<file path="src/rtl/uart_ram_ctrl.sv">
// UART receive buffer: stores received bytes in an external RAM and, on a key press,
// replays the stored bytes oldest-first through the UART transmitter, then empties the buffer.
module uart_ram_ctrl #(
  parameter int unsigned ADDR_W = 8,
  parameter int unsigned WRAP   = 0,
  parameter int unsigned RD_LAT = 1
) (
  input  logic              Clk,
  input  logic              Rst,
  input  logic [7:0]        Rx_data,
  input  logic              Rx_done,
  input  logic              Dump_req,
  input  logic              Tx_busy,
  input  logic              Tx_done,
  output logic              Tx_en,
  output logic [7:0]        Tx_data,
  output logic              Ram_wren,
  output logic [ADDR_W-1:0] Ram_waddr,
  output logic [7:0]        Ram_wdata,
  output logic [ADDR_W-1:0] Ram_raddr,
  input  logic [7:0]        Ram_rdata,
  output logic [ADDR_W:0]   Count,
  output logic              Full,
  output logic              Overflow,
  output logic              Dumping
);

  localparam int unsigned CNT_W  = ADDR_W + 1;
  localparam int unsigned DEPTH  = 1 << ADDR_W;
  localparam logic        L_WRAP = (WRAP != 0);

  localparam logic [2:0] S_IDLE     = 3'd0;
  localparam logic [2:0] S_RD_ADDR  = 3'd1;
  localparam logic [2:0] S_RD_WAIT  = 3'd2;
  localparam logic [2:0] S_TX_START = 3'd3;
  localparam logic [2:0] S_TX_WAIT  = 3'd4;
  localparam logic [2:0] S_CLEAR    = 3'd5;

  logic [2:0]        r_state;
  logic [2:0]        w_state_nxt;
  logic [ADDR_W-1:0] r_wptr;
  logic [ADDR_W-1:0] r_rptr;
  logic [CNT_W-1:0]  r_count;
  logic [CNT_W-1:0]  r_remaining;
  logic              r_wrapped;
  logic              r_overflow;
  logic              r_lat_cnt;
  logic [7:0]        r_tx_data;

  logic              w_idle;
  logic              w_full;
  logic              w_wr;
  logic              w_lost;
  logic              w_start;
  logic              w_lat_done;
  logic              w_tx_en;
  logic [ADDR_W-1:0] w_wptr_nxt;
  logic [CNT_W-1:0]  w_count_nxt;
  logic              w_wrapped_nxt;

  // Write-side bookkeeping; a byte arriving with a dump request is stored before the dump starts
  assign w_idle        = (r_state == S_IDLE);
  assign w_full        = (r_count == CNT_W'(DEPTH));
  assign w_wr          = !Rst && w_idle && Rx_done && (!w_full || L_WRAP);
  assign w_lost        = Rx_done && (!w_idle || w_full);
  assign w_wptr_nxt    = w_wr ? (r_wptr + ADDR_W'(1)) : r_wptr;
  assign w_count_nxt   = (w_wr && !w_full) ? (r_count + CNT_W'(1)) : r_count;
  assign w_wrapped_nxt = r_wrapped | (w_wr & w_full);
  assign w_start       = w_idle && Dump_req && (w_count_nxt != '0);
  assign w_lat_done    = (r_lat_cnt == 1'(RD_LAT - 1));

  // State register
  always_ff @(posedge Clk) begin
    if (Rst) r_state <= S_IDLE;
    else     r_state <= w_state_nxt;
  end

  // Next-state and transmit-strobe logic
  always_comb begin
    w_state_nxt = r_state;
    w_tx_en     = 1'b0;
    case (r_state)
      S_IDLE:     if (w_start) w_state_nxt = S_RD_ADDR;
      S_RD_ADDR:  w_state_nxt = S_RD_WAIT;
      S_RD_WAIT:  if (w_lat_done) w_state_nxt = S_TX_START;
      S_TX_START: begin
        if (!Tx_busy && !Rst) begin
          w_tx_en     = 1'b1;
          w_state_nxt = S_TX_WAIT;
        end
      end
      S_TX_WAIT: begin
        if (Tx_done) w_state_nxt = (r_remaining == CNT_W'(1)) ? S_CLEAR : S_RD_ADDR;
      end
      S_CLEAR:    w_state_nxt = S_IDLE;
      default:    w_state_nxt = S_IDLE;
    endcase
  end

  // Buffer pointers, counters and transmit data
  always_ff @(posedge Clk) begin
    if (Rst) begin
      r_wptr      <= '0;
      r_rptr      <= '0;
      r_count     <= '0;
      r_remaining <= '0;
      r_wrapped   <= 1'b0;
      r_overflow  <= 1'b0;
      r_lat_cnt   <= 1'b0;
      r_tx_data   <= '0;
    end else begin
      r_wptr    <= w_wptr_nxt;
      r_count   <= w_count_nxt;
      r_wrapped <= w_wrapped_nxt;
      if (w_lost) r_overflow <= 1'b1;
      case (r_state)
        S_IDLE: begin
          if (w_start) begin
            r_rptr      <= w_wrapped_nxt ? w_wptr_nxt : '0;
            r_remaining <= w_count_nxt;
          end
        end
        S_RD_ADDR: r_lat_cnt <= 1'b0;
        S_RD_WAIT: begin
          r_lat_cnt <= r_lat_cnt + 1'b1;
          if (w_lat_done) r_tx_data <= Ram_rdata;
        end
        S_TX_WAIT: begin
          if (Tx_done) begin
            r_remaining <= r_remaining - CNT_W'(1);
            r_rptr      <= r_rptr + ADDR_W'(1);
          end
        end
        S_CLEAR: begin
          r_wptr    <= '0;
          r_rptr    <= '0;
          r_count   <= '0;
          r_wrapped <= 1'b0;
        end
        default: ;
      endcase
    end
  end

  assign Tx_en     = w_tx_en;
  assign Tx_data   = r_tx_data;
  assign Ram_wren  = w_wr;
  assign Ram_waddr = r_wptr;
  assign Ram_wdata = Rx_data;
  assign Ram_raddr = r_rptr;
  assign Count     = r_count;
  assign Full      = w_full;
  assign Overflow  = r_overflow;
  assign Dumping   = !w_idle;

endmodule

</file>
<file path="config.mk">
export PLATFORM = sky130hd
export DESIGN_NAME = uart_ram_ctrl
export DESIGN_NICKNAME = d
export VERILOG_FILES = /design/src/rtl/uart_ram_ctrl.sv
export SDC_FILE = /design/constraint.sdc
export NUM_CORES = 1
export LEC_CHECK = 0
export CAP_MARGIN = 10
export CORE_UTILIZATION = 30
export DETAILED_ROUTE_END_ITERATION = 8
export PLACE_DENSITY_LB_ADDON = 0.12
export SKIP_CTS_REPAIR_TIMING = 1
export SYNTH_ARGS = -nofsm -noshare
export SYNTH_HDL_FRONTEND = slang
export SYNTH_SLANG_ARGS = --single-unit
</file>
<file path="constraint.sdc">
create_clock -name Clk -period 7.2 [get_ports Clk]
set_input_delay 0.72 -clock Clk [delete_from_list [all_inputs] [get_ports Clk]]
set_output_delay 0.72 -clock Clk [all_outputs]
set_load 0.05 [all_outputs]
</file>
# Yosys cells after proc, flatten, opt, wreduce, memory -nomap -nowiden
# Index checks and enable logic that the tools add are counted.
# Widths: inputs -> output; s select.
op_classes:
  addsub: 5
  mul: 0
  n_div: 0
  order_cmp: 0
  n_eq_ne: 11
  n_shift: 0
  n_mux: 18
  n_bitwise: 3
  reduce_logical: 23
op_table:
  columns: ["cell", "count"]
  rows:
  - ["$mux 8", 4]
  - ["$mux 9", 3]
  - ["$pmux 8 s3", 1]
  - ["$pmux 9 s2", 1]
  - ["$add 8x1->8 const B", 2]
  - ["$mux 3", 5]
  - ["$pmux 3 s5", 1]
  - ["$add 9x1->9 const B", 1]
  - ["$eq 9x1->1 const B", 1]
  - ["$eq 9x9->1 const B", 1]
  - ["$reduce_bool 9->1", 1]
  - ["$sub 9x1->9 const B", 1]
  - ["$logic_and 1x1->1", 8]
  - ["$eq 3x2->1 const B", 2]
  - ["$eq 3x3->1 const B", 2]
  - ["$ne 2x2->1 const B", 3]
  - ["$reduce_and 3->1", 2]
  - ["$logic_not 1->1", 4]
  - ["$reduce_and 4->1", 1]
  - ["$reduce_bool 2->1", 2]
  - ["$eq 3x1->1 const B", 1]
  - ["$logic_not 3->1", 1]
  - ["$reduce_bool 3->1", 1]
  - ["$mux 1", 2]
  - ["9 further kinds", 9]
word_totals:
  regBits: 48
  latchBits: 0
  ram_bits: 0
  rom_bits: 0
  inputBits: 22
  out_inout_bits: 46
  word_cells: 69
  n_memories: 0

# Depth between registers and ports, before layout
# Gate-level depths: netlist (run 1).
depth:
  depth_word: 10
  depth_mapped: 11
  ltp_nobuf: 10

# Least setup slack after synthesis (run 1)
# OpenSTA, ideal clock, no wires.
synth_timing:
  kind: "register to register"
  start: "reg r_count[0] (netlist: Count[0])"
  end: "reg r_rptr[4] (netlist: Ram_raddr[4])"
  setup_ps: 92
  t_arrival_ps: 3072
  t_required_ps: 7108
  setup_slack_ps: 4036
  path_stages_with_launch: 11
  path_buffers: 0
  period_less_slack_ps: 3164
  cell_sequence: "dfxtp_1 -> inv_1 -> ha_1 -> and4bb_2 -> nand3_1 -> inv_1 -> nor2_2 -> nand4_1 -> xor2_1 -> o32a_1 -> o32ai_1"
synth_via:
  elab_chain_len: 9
  elab_cells_between_ends: 16
  cone_classes: "1 x add/sub; 2 x eq/ne; 5 x mux; 2 x bitwise; 6 x reduce/logical"
synth_lines:
  columns: ["element", "line", "source"]
  rows:
  - ["start, declared", "43", "logic [CNT_W-1:0] r_count;"]
  - ["start signal, assigned", "113", "r_count <= w_count_nxt;"]
  - ["$eq 9x9->1 *", "63", "assign w_full = (r_count == CNT_W'(DEPTH));"]
  - ["via Full", "23", "output logic Full,"]
  - ["$logic_not 1->1 *", "64", "assign w_wr = !Rst && w_idle && Rx_done && (!w_full || L_WRAP);"]
  - ["$logic_and 1x1->1 *", "64", null]
  - ["via Ram_wren", "17", "output logic Ram_wren,"]
  - ["$logic_and 1x1->1", "67", "assign w_count_nxt = (w_wr && !w_full) ? (r_count + CNT_W'(1)) : r_count;"]
  - ["$mux 9", "67", null]
  - ["$reduce_bool 9->1", "69", "assign w_start = w_idle && Dump_req && (w_count_nxt != '0);"]
  - ["$logic_and 1x1->1", "69", null]
  - ["$ne 2x1->1 (no line)", null, null]
  - ["$reduce_and 3->1 (no line)", null, null]
  - ["end signal, assigned", "119", "r_rptr <= w_wrapped_nxt ? w_wptr_nxt : '0;"]
  - ["end signal, assigned", "131", "r_rptr <= r_rptr + ADDR_W'(1);"]
  - ["end, declared", "42", "logic [ADDR_W-1:0] r_rptr;"]
# Mark *: on every way through the listed nets, which the timed path passes. The rest lies on a longest branch. The select of a mux whose other input is x is not followed.
# A chain may end at the register's enable or synchronous reset.

# Final worst setup path (run 1)
layout_timing:
  start: "in Rst"
  end: "out Ram_wren"
layout_via:
  elab_chain_len: 4
layout_lines:
  columns: ["element", "line", "source"]
  rows:
  - ["start, declared", "9", "input logic Rst,"]
  - ["$logic_not 1->1", "64", null]
  - ["$logic_and 1x1->1 (3 in a row)", "64", null]
  - ["end, declared", "17", null]
# No other way between the ends.

==> results of run 1 <==
-- cell usage after synthesis (2+ instances only) --
cell type  count
o31ai_1        2
ha_1           6
a211oi_1       5
a211o_1        2
nand2b_1       9
and3_1         8
nor2_1        45
nor3_1        12
nand2_1       36
o21bai_1       2
buf_4          9
xor2_1         6
dfxtp_1       48
or3_1          7
o32ai_1        9
xnor2_1       12
clkbuf_1      15
nand4_1        3
or4_1          2
a21oi_1       25
o21ai_0        9
nor4_1         6
mux2i_1        2
o41ai_1        3
o22ai_1        8
o32a_1         4
inv_1         12
nand3_1        9
a31oi_1        4
-- layer usage --
metal  routed length [um]  up-vias  GRT usage, %
met5                    0        -             0
met4                   65        0          3.73
met3                  328        5          2.84
met2                 3180       45          23.9
met1                 3740     1193          24.8
li1                     -     1271             -
-- worst max-delay path: stages --
cell,delay [ns]
clkdlybuf4s50_1,0.40
buf_4,0.28
nor2_1,0.22
nand3_1,0.17
nor2_2,0.38
clkdlybuf4s50_1,0.88
-- through the flow --
| stage | util [%] | cell area, sq um | worst slack (ns) | power [mW] |
|---|---|---|---|---|
| final | 38.9 | 3260 | 3.41 | 0.643 |
| after global routing | 38.9 | 3260 | 3.24 | 0.680 |
| after CTS | 38.9 | 3260 | 3.40 | 0.651 |
| after detailed placement | 37.8 | 3170 | 3.43 | 0.477 |
| after global placement | 37.8 | 3170 | 3.44 | 0.476 |
| after floorplan | - | 2650 | 4.04 | 0.434 |
-- layout by cell type, fill, tap and decap left out, drive strengths merged, types with 3 or more instances in the layout --
master / netlist / layout
clkdlybuf4s50: 0 / 51
dfxtp: 48 / 48
nor2: 46 / 46
nand2: 36 / 36
a21oi: 26 / 26
inv: 12 / 12
nor3: 12 / 12
xnor2: 12 / 12
o21ai: 10 / 10
nand3: 9 / 9
nand2b: 9 / 9
o32ai: 9 / 9
and3: 8 / 8
o22ai: 8 / 8
or3: 7 / 7
nor4: 6 / 6
xor2: 6 / 6
ha: 6 / 6
clkbuf: 15 / 6
a211oi: 5 / 5
a31oi: 4 / 4
o32a: 4 / 4
nand4: 3 / 3
o41ai: 3 / 3
or4: 3 / 3
-- report_power, final --
group          internal (mW)  switching, mW
Combinational         0.0591          0.114
Clock                 0.0779         0.0949
Sequential             0.279         0.0181
Total                  0.416          0.227
-- path summary, 6_finish.rpt --
check / slack, ns / endpoint
max: 3.41 / Ram_wren
min: 0.44 / r_wrapped
max reg2reg: 4.32 / r_remaining[4]
min reg2reg: 0.44 / r_wrapped
-- registers in the layout (all words and copies together), names as in the netlist --
register and count:
Ram_raddr 8, r_lat_cnt 1, Count 9, r_wrapped 1, r_remaining 9, Ram_waddr 8, Tx_data 8, Overflow 1
r_state 3
-- cells by family (layout without fill, tap and decap cells) --
group | Yosys count | after routing | share of synthesized area, %
buffers and inverters | 39 | 73 | 7.12
adder cells (fa/ha/maj) | 6 | 6 | 2.83
AND/OR/NAND/NOR | 144 | 144 | 26.0
flip-flops | 48 | 48 | 36.2
multiplexers | 2 | 2 | 0.754
XOR/XNOR | 18 | 18 | 5.94
AO/OA/AOI/OAI | 81 | 81 | 21.2
-- cell type report --
cell class | count | share of cell area (%)
Tap cell | 105 | 4.02
Inverter | 12 | 1.38
Sequential cell | 48 | 29.4
Timing Repair Buffer | 53 | 16.1
Clock inverter | 2 | 0.460
Multi-Input combinational cell | 251 | 46.1
Clock buffer | 6 | 2.53
==> flow_metrics.tcl, run 1 <==
set metrics [dict create \
    die_y_um 96.1 \
    ys.flop_type "dfxtp_1" \
    synth_nets 366 \
    tns_ns 0 \
    rsz0062_at_grt "false" \
    antenna_found_initial 0 \
    synth.distinct_cells 47 \
    finalCritPeriodShare_pct 52.7 \
    synth_cells 338 \
    max_slew_margin_pct 41.1 \
    port_buffers 51 \
    place.gp.congestion 0.825 \
    hold_ws_ns 0.438 \
    ys_top_cells_by_area "dfxtp_1 36%, nor2_1 6.4%, nand2_1 5.1%, a21oi_1 4.7%, xnor2_1 4.0%" \
    ir_drop_mv 0.0802 \
    post-route-min-period_ns 3.79 \
    gr-usage-all-layers_pct 16.4 \
    grt_start_max_net_pins 50 \
    dr.first_iter.drc_count 160 \
    die_x_um 96.1 \
    max_freq_ghz 0.264 \
    clock_latency_ns 0.30 \
    num_rows 33 \
    hold_start "r_wrapped" \
    min_path_cells 2 \
    die_area_sq_um 9230 \
    cap_viol_max_count 0 \
    yosys.area.top_type_share_pct 36.2 \
    crit_type "in2out" \
    fin_cells 477 \
    numCtsBuffers 5 \
    start_util_pct 31.7 \
    seq_area_sq_um 961 \
    clkTransAtPathRegs_ns 0.09 \
    clock_sinks 48 \
    tightest_slew_ns 0.877 \
    grt_pass1_vias 2259 \
    crit_required_ns 6.48 \
    core_sq_um 8380 \
    routed_via_density 5.27 \
    setup_viol 0 \
    synth_edf_count 0 \
    antenna_cells 0 \
    ioPinCount 68 \
    fill_cells 893 \
    cp-startpoint "Rst" \
    yosysTopAreaCell "dfxtp_1" \
    seq_area_frac_synth_pct 36.2 \
    dp_hpwl_um 5410 \
    syn_area_sq_um 2650 \
    num_vias 2514 \
    ys_ff_latch 48 \
    cp-start-kind "input pin" \
    ys_warn_count 0 \
    area_growth_syn_to_layout_pct 23.0 \
    firstDrtPassIters 4 \
    dp.cells 469 \
    status "finished clean" \
    drc 0 \
    critPathMaxFanout 49 \
    multiInputGateArea_sq_um 1500 \
    r2r_start "Count[0]" \
    final_antenna_net_count 0 \
    layout-drive-gt1-share_pct 4.30 \
    grt-ovfl-total 0 \
    power_density_nw_per_um2 197 \
    setup.worst_path.end_class "primary output" \
    slew_violations 0 \
    hold_viol_final 0 \
    rr_worst_depth 10 \
    power.leakage_nw 1.10 \
    finalNetCount 399 \
    wl_um 7320 \
    grt_pass1_wl_um 11700 \
    synth_area_per_cell_sq_um 7.85 \
    hp-class "reg2reg" \
    crit_arrival_ns 3.07 \
    clockRootBuffer "clkbuf_8" \
    cts_htree_levels 2 \
    clockBufferDepth 2 \
    avgRoutedWirePerCell_um 15.3 \
    cts_tree "done" \
    asyncSetResetFlopFracSynth_pct 0 \
    skew_ns 0.00952 \
]
No activity file was read; power rests on OpenSTA's default activity.
==> run 2, diff against run 1 <==
Clock period 7.2 ns to 3.93 ns, I/O delays scaled along.
==> run 2 against run 1 <==
Register-to-register slack worse by 3.3 ns. Via count down 0.60%. Worst setup slack got worse by 2.4 ns. Non-clock buffer count increased by 2. Die area is the same. Critical path type unchanged. Wire length increased by 0.27%. Largest power group unchanged. Sequential power up 83%. Sequential cell count did not move. Largest cell class unchanged. Clock power rose by 77%.
==> flow_metrics.tcl, run 2 (synthesis gave the netlist of run 1 again) <==
set metrics [dict create \
    numCtsBuffers 5 \
    layout-drive-gt1-share_pct 4.55 \
    grt_start_max_net_pins 40 \
    clkTransAtPathRegs_ns 0.08 \
    dr.first_iter.drc_count 159 \
    firstDrtPassIters 5 \
    hp-class "reg2reg" \
    power_mw 1.17 \
    max_slew_margin_pct 44.2 \
    cts_htree_levels 2 \
    die_y_um 96.1 \
    dp_hpwl_um 5380 \
    setup_viol 0 \
    layout_common_cells "50 x clkdlybuf4s50_1, 48 x dfxtp_1, 45 x nor2_1" \
    port_buffers 51 \
    setup.worst_path.end_class "primary output" \
    num_vias 2499 \
    hold_ws_ns 0.437 \
    wl_um 7340 \
    start_util_pct 31.7 \
    clock_sinks 48 \
    tns_ns 0 \
    die_x_um 96.1 \
    place.gp.congestion 0.801 \
    drc 0 \
    rsz0062_at_grt "false" \
    crit_arrival_ns 2.53 \
    max_freq_ghz 0.342 \
    crit_type "in2out" \
    cp-start-kind "input pin" \
    area_growth_syn_to_layout_pct 23.2 \
    power_density_nw_per_um2 358 \
    hold_viol_final 0 \
    ioPinCount 68 \
    power.leakage_nw 1.11 \
    gr-usage-all-layers_pct 16.6 \
    final_antenna_net_count 0 \
    critPathMaxFanout 39 \
    slew_violations 0 \
    skew_ns 0.0106 \
    clockRootBuffer "clkbuf_8" \
    tightest_slew_ns 0.830 \
    r2r_slack_ns 1.02 \
    ir_drop_mv 0.119 \
    antenna_cells 0 \
    final_common_cell "clkdlybuf4s50_1" \
    grt_pass1_vias 2267 \
    post-route-min-period_ns 2.93 \
    die_area_sq_um 9230 \
    core_sq_um 8380 \
    avgRoutedWirePerCell_um 15.3 \
    grt-ovfl-total 0 \
    clockBufferDepth 2 \
    finalCritPeriodShare_pct 74.5 \
    crit_required_ns 3.54 \
    cts_tree "done" \
    num_rows 33 \
    routed_via_density 5.22 \
    finalNetCount 401 \
    cap_viol_max_count 0 \
    grt_pass1_wl_um 11800 \
    status "finished clean" \
    clock_latency_ns 0.30 \
    antenna_found_initial 0 \
]
run 2: cell types whose count changed in the layout (fill, tap and decap cells not counted), sizes merged:
cell,change
clkdlybuf4s50,-1
clkinvlp,-2
clkbuf,+2
buf,+3
run 2: worst max-delay path: stages:
cell	delay, ns
clkdlybuf4s50_1	0.40
buf_4	0.17
buf_4	0.25
or3_1	0.40
nor2_1	0.10
clkdlybuf4s50_1	0.81
run 2: where the power goes:
| group | internal [mW] | leakage, nW | switching, mW |
|---|---|---|---|
| registers | 0.512 | 0.388 | 0.0319 |
| clock network | 0.144 | 0.0455 | 0.163 |
| logic | 0.109 | 0.676 | 0.211 |
| total | 0.764 | 1.11 | 0.406 |
run 2: layer usage:
layer	vias to the layer above	track usage (%)	wire (um)
met2	69	23.9	3100
met5	-	0	0
met3	6	2.53	381
met1	1150	25.4	3780
met4	0	4.35	70
li1	1274	-	-
run 2: final cells by class:
class / count / area (sq um)
fill: 897 / 5110
multi-input combinational: 251 / 1500
sequential: 48 / 961
timing repair buffer: 55 / 538
tap: 105 / 131
clock buffer: 8 / 90.1
inverter: 12 / 45.0
run 2: worst paths after layout:
check	endpoint	start	cells past startpoint
hold reg to reg	r_wrapped	r_wrapped	2
setup / recovery	Tx_en	Rst	6
hold / removal	r_wrapped	r_wrapped	2
setup reg to reg	r_remaining[8]	Count[0]	10
run 2: metrics by stage:
stage	instance area [sq um]	instances	setup WS (ns)	utilization [%]
after CTS	3270	479	0.998	39.0
after detailed placement	3180	471	0.851	37.9
final	3270	479	1.00	39.0
after floorplan	2650	338	0.766	-
after global routing	3270	479	0.690	39.0
after global placement	3180	471	0.889	37.9
==> run 3, diff against run 2 <==
Clock period 3.93 ns to 2.65 ns, I/O delays scaled along.
==> run 3 against run 2 <==
Wire length increased by 1.4%. Clock skew barely moved. Combinational power up 68%. Die area unchanged. Cell area rose by 6.0%. Highest routed layer unchanged. Worst setup slack worse by 0.77 ns. Via count grew 3.3%. Register-to-register slack got worse by 0.78 ns. Sequential cell count is the same. Clock-buffer cell count is 2 lower. Non-clock buffer count grew 17. Power rose by 52%.
==> flow_metrics.tcl, run 3 (synthesis gave the netlist of run 1 again) <==
set metrics [dict create \
    clock_sinks 48 \
    avgRoutedWirePerCell_um 15.0 \
    dr.first_iter.drc_count 78 \
    cp-start-kind "flip-flop" \
    final_common_cell "clkdlybuf4s50_1" \
    grt-busiest-layer "met1" \
    gr-usage-all-layers_pct 16.7 \
    use_met2_pct 23.7 \
    firstDrtPassIters 4 \
    slowest_stage "dfxtp_4" \
    die_x_um 96.1 \
    ioPinCount 68 \
    core_sq_um 8380 \
    power.leakage_nw 1.21 \
    grt_pass1_wl_um 11900 \
    clock_latency_ns 0.30 \
    hp-class "reg2reg" \
    layout_common_cells "48 x clkdlybuf4s50_1, 45 x nor2_1, 39 x dfxtp_1" \
    grt-ovfl-total 0 \
    power_mw 1.77 \
    max_freq_ghz 0.414 \
    finalNetCount 418 \
    dp_hpwl_um 5530 \
    cts_tree "done" \
    drc 0 \
    post-route-min-period_ns 2.41 \
    crit_chain "inv_2, ha_1, and4bb_2, nand3_2, clkinvlp_4, nor4_2, o2111ai_1, nand2_1, nor2_1, nor3_1" \
    grt_start_max_net_pins 38 \
    clkTransAtPathRegs_ns 0.09 \
    hold_viol_final 0 \
    grt_pass1_vias 2321 \
    cts_htree_levels 2 \
    die_y_um 96.1 \
    use_met1_pct 25.9 \
    status "finished clean" \
    num_vias 2581 \
    place.gp.congestion 0.802 \
    final_antenna_net_count 0 \
    start_util_pct 31.7 \
    clockBufferDepth 2 \
    ir_drop_mv 0.212 \
    slew_violations 0 \
    finalCritPeriodShare_pct 91.1 \
    port_buffers 51 \
    crit_path_max_incr_delay_ns 0.41 \
    power_density_nw_per_um2 512 \
    num_rows 33 \
    tns_ns 0 \
    skew_ns 0.0104 \
    placed_cell_area_sq_um 3370 \
    setup.worst_path.end_class "flip-flop" \
    use_met3_pct 2.45 \
    antenna_found_initial 0 \
    area_growth_syn_to_layout_pct 30.6 \
    cap_viol_max_count 0 \
    cp_num_buf_inv 2 \
    numCtsBuffers 5 \
    rsz0062_at_grt "false" \
    crit_arrival_ns 2.64 \
    die_area_sq_um 9230 \
    crit_type "reg2reg" \
    fin_area_sq_um 3470 \
    clockRootBuffer "clkbuf_8" \
    max_slew_margin_pct 50.5 \
    wl_um 7440 \
    routed_via_density 5.20 \
    tightest_slew_ns 0.735 \
    crit_required_ns 2.88 \
    layout-drive-gt1-share_pct 12.5 \
    critPathMaxFanout 11 \
    antenna_cells 0 \
    post-route-util_pct 41.4 \
    cpLargestDelayFamily "simple AND/OR/NAND/NOR gates" \
    setup_viol 0 \
]
## run 3: cell types whose count changed in the layout (fill, tap and decap cells not counted), moves of 2 or more
cell | previous run | this run
inv_1 | 12 | 10
clkdlybuf4s50_1 | 50 | 48
clkinvlp_4 | 0 | 2
dfxtp_2 | 0 | 7
buf_12 | 0 | 2
dfxtp_1 | 48 | 39
buf_4 | 5 | 21
dfxtp_4 | 0 | 2
## run 3: worst register-to-register path: stages (launching register included)
cell,delay (ns)
dfxtp_4,0.41
inv_2,0.05
ha_1,0.19
and4bb_2,0.25
nand3_2,0.14
clkinvlp_4,0.12
nor4_2,0.32
o2111ai_1,0.23
nand2_1,0.36
nor2_1,0.09
nor3_1,0.19
## run 3: where the power goes
group	switching, mW	total (mW)	internal [mW]
clock	0.255	0.439	0.184
sequential	0.0397	0.799	0.759
combinational	0.331	0.536	0.205
total	0.626	1.77	1.15
## run 3: cell type report
type | instances | area [sq um]
well taps | 105 | 131
fillers | 878 | 4910
inverters | 12 | 48.8
clock inverters | 2 | 11.3
multi-input cells | 251 | 1540
flip-flops and latches | 48 | 977
repair buffers | 72 | 691
clock buffers | 6 | 72.6
## run 3: final timing paths
path | start | endpoint | slack [ns] | depth (start not counted)
max reg2reg | Count[0] | Ram_raddr[7] | 0.24 | 10
min reg2reg | r_wrapped | r_wrapped | 0.43 | 2
max | Count[0] | Ram_raddr[7] | 0.24 | 10
min | r_wrapped | r_wrapped | 0.43 | 2
## run 3: per-stage QoR
stage / setup slack [ns] / hold slack (ns) / instances
detailed placement: 0.00814 / 0.422 / 488
floorplan: -0.00128 / 0.401 / 338
CTS: -0.00295 / 0.436 / 496
global placement: 0.0531 / 0.416 / 488
finish: 0.237 / 0.433 / 496
global route: 0.0329 / 0.469 / 496
## run 3: routing by layer
metal | vias up | part of all wire (%)
met2 | 59 | 43
met4 | 0 | 0.93
li1 | 1305 | -
met5 | - | 0
met3 | 9 | 4.6
met1 | 1208 | 52
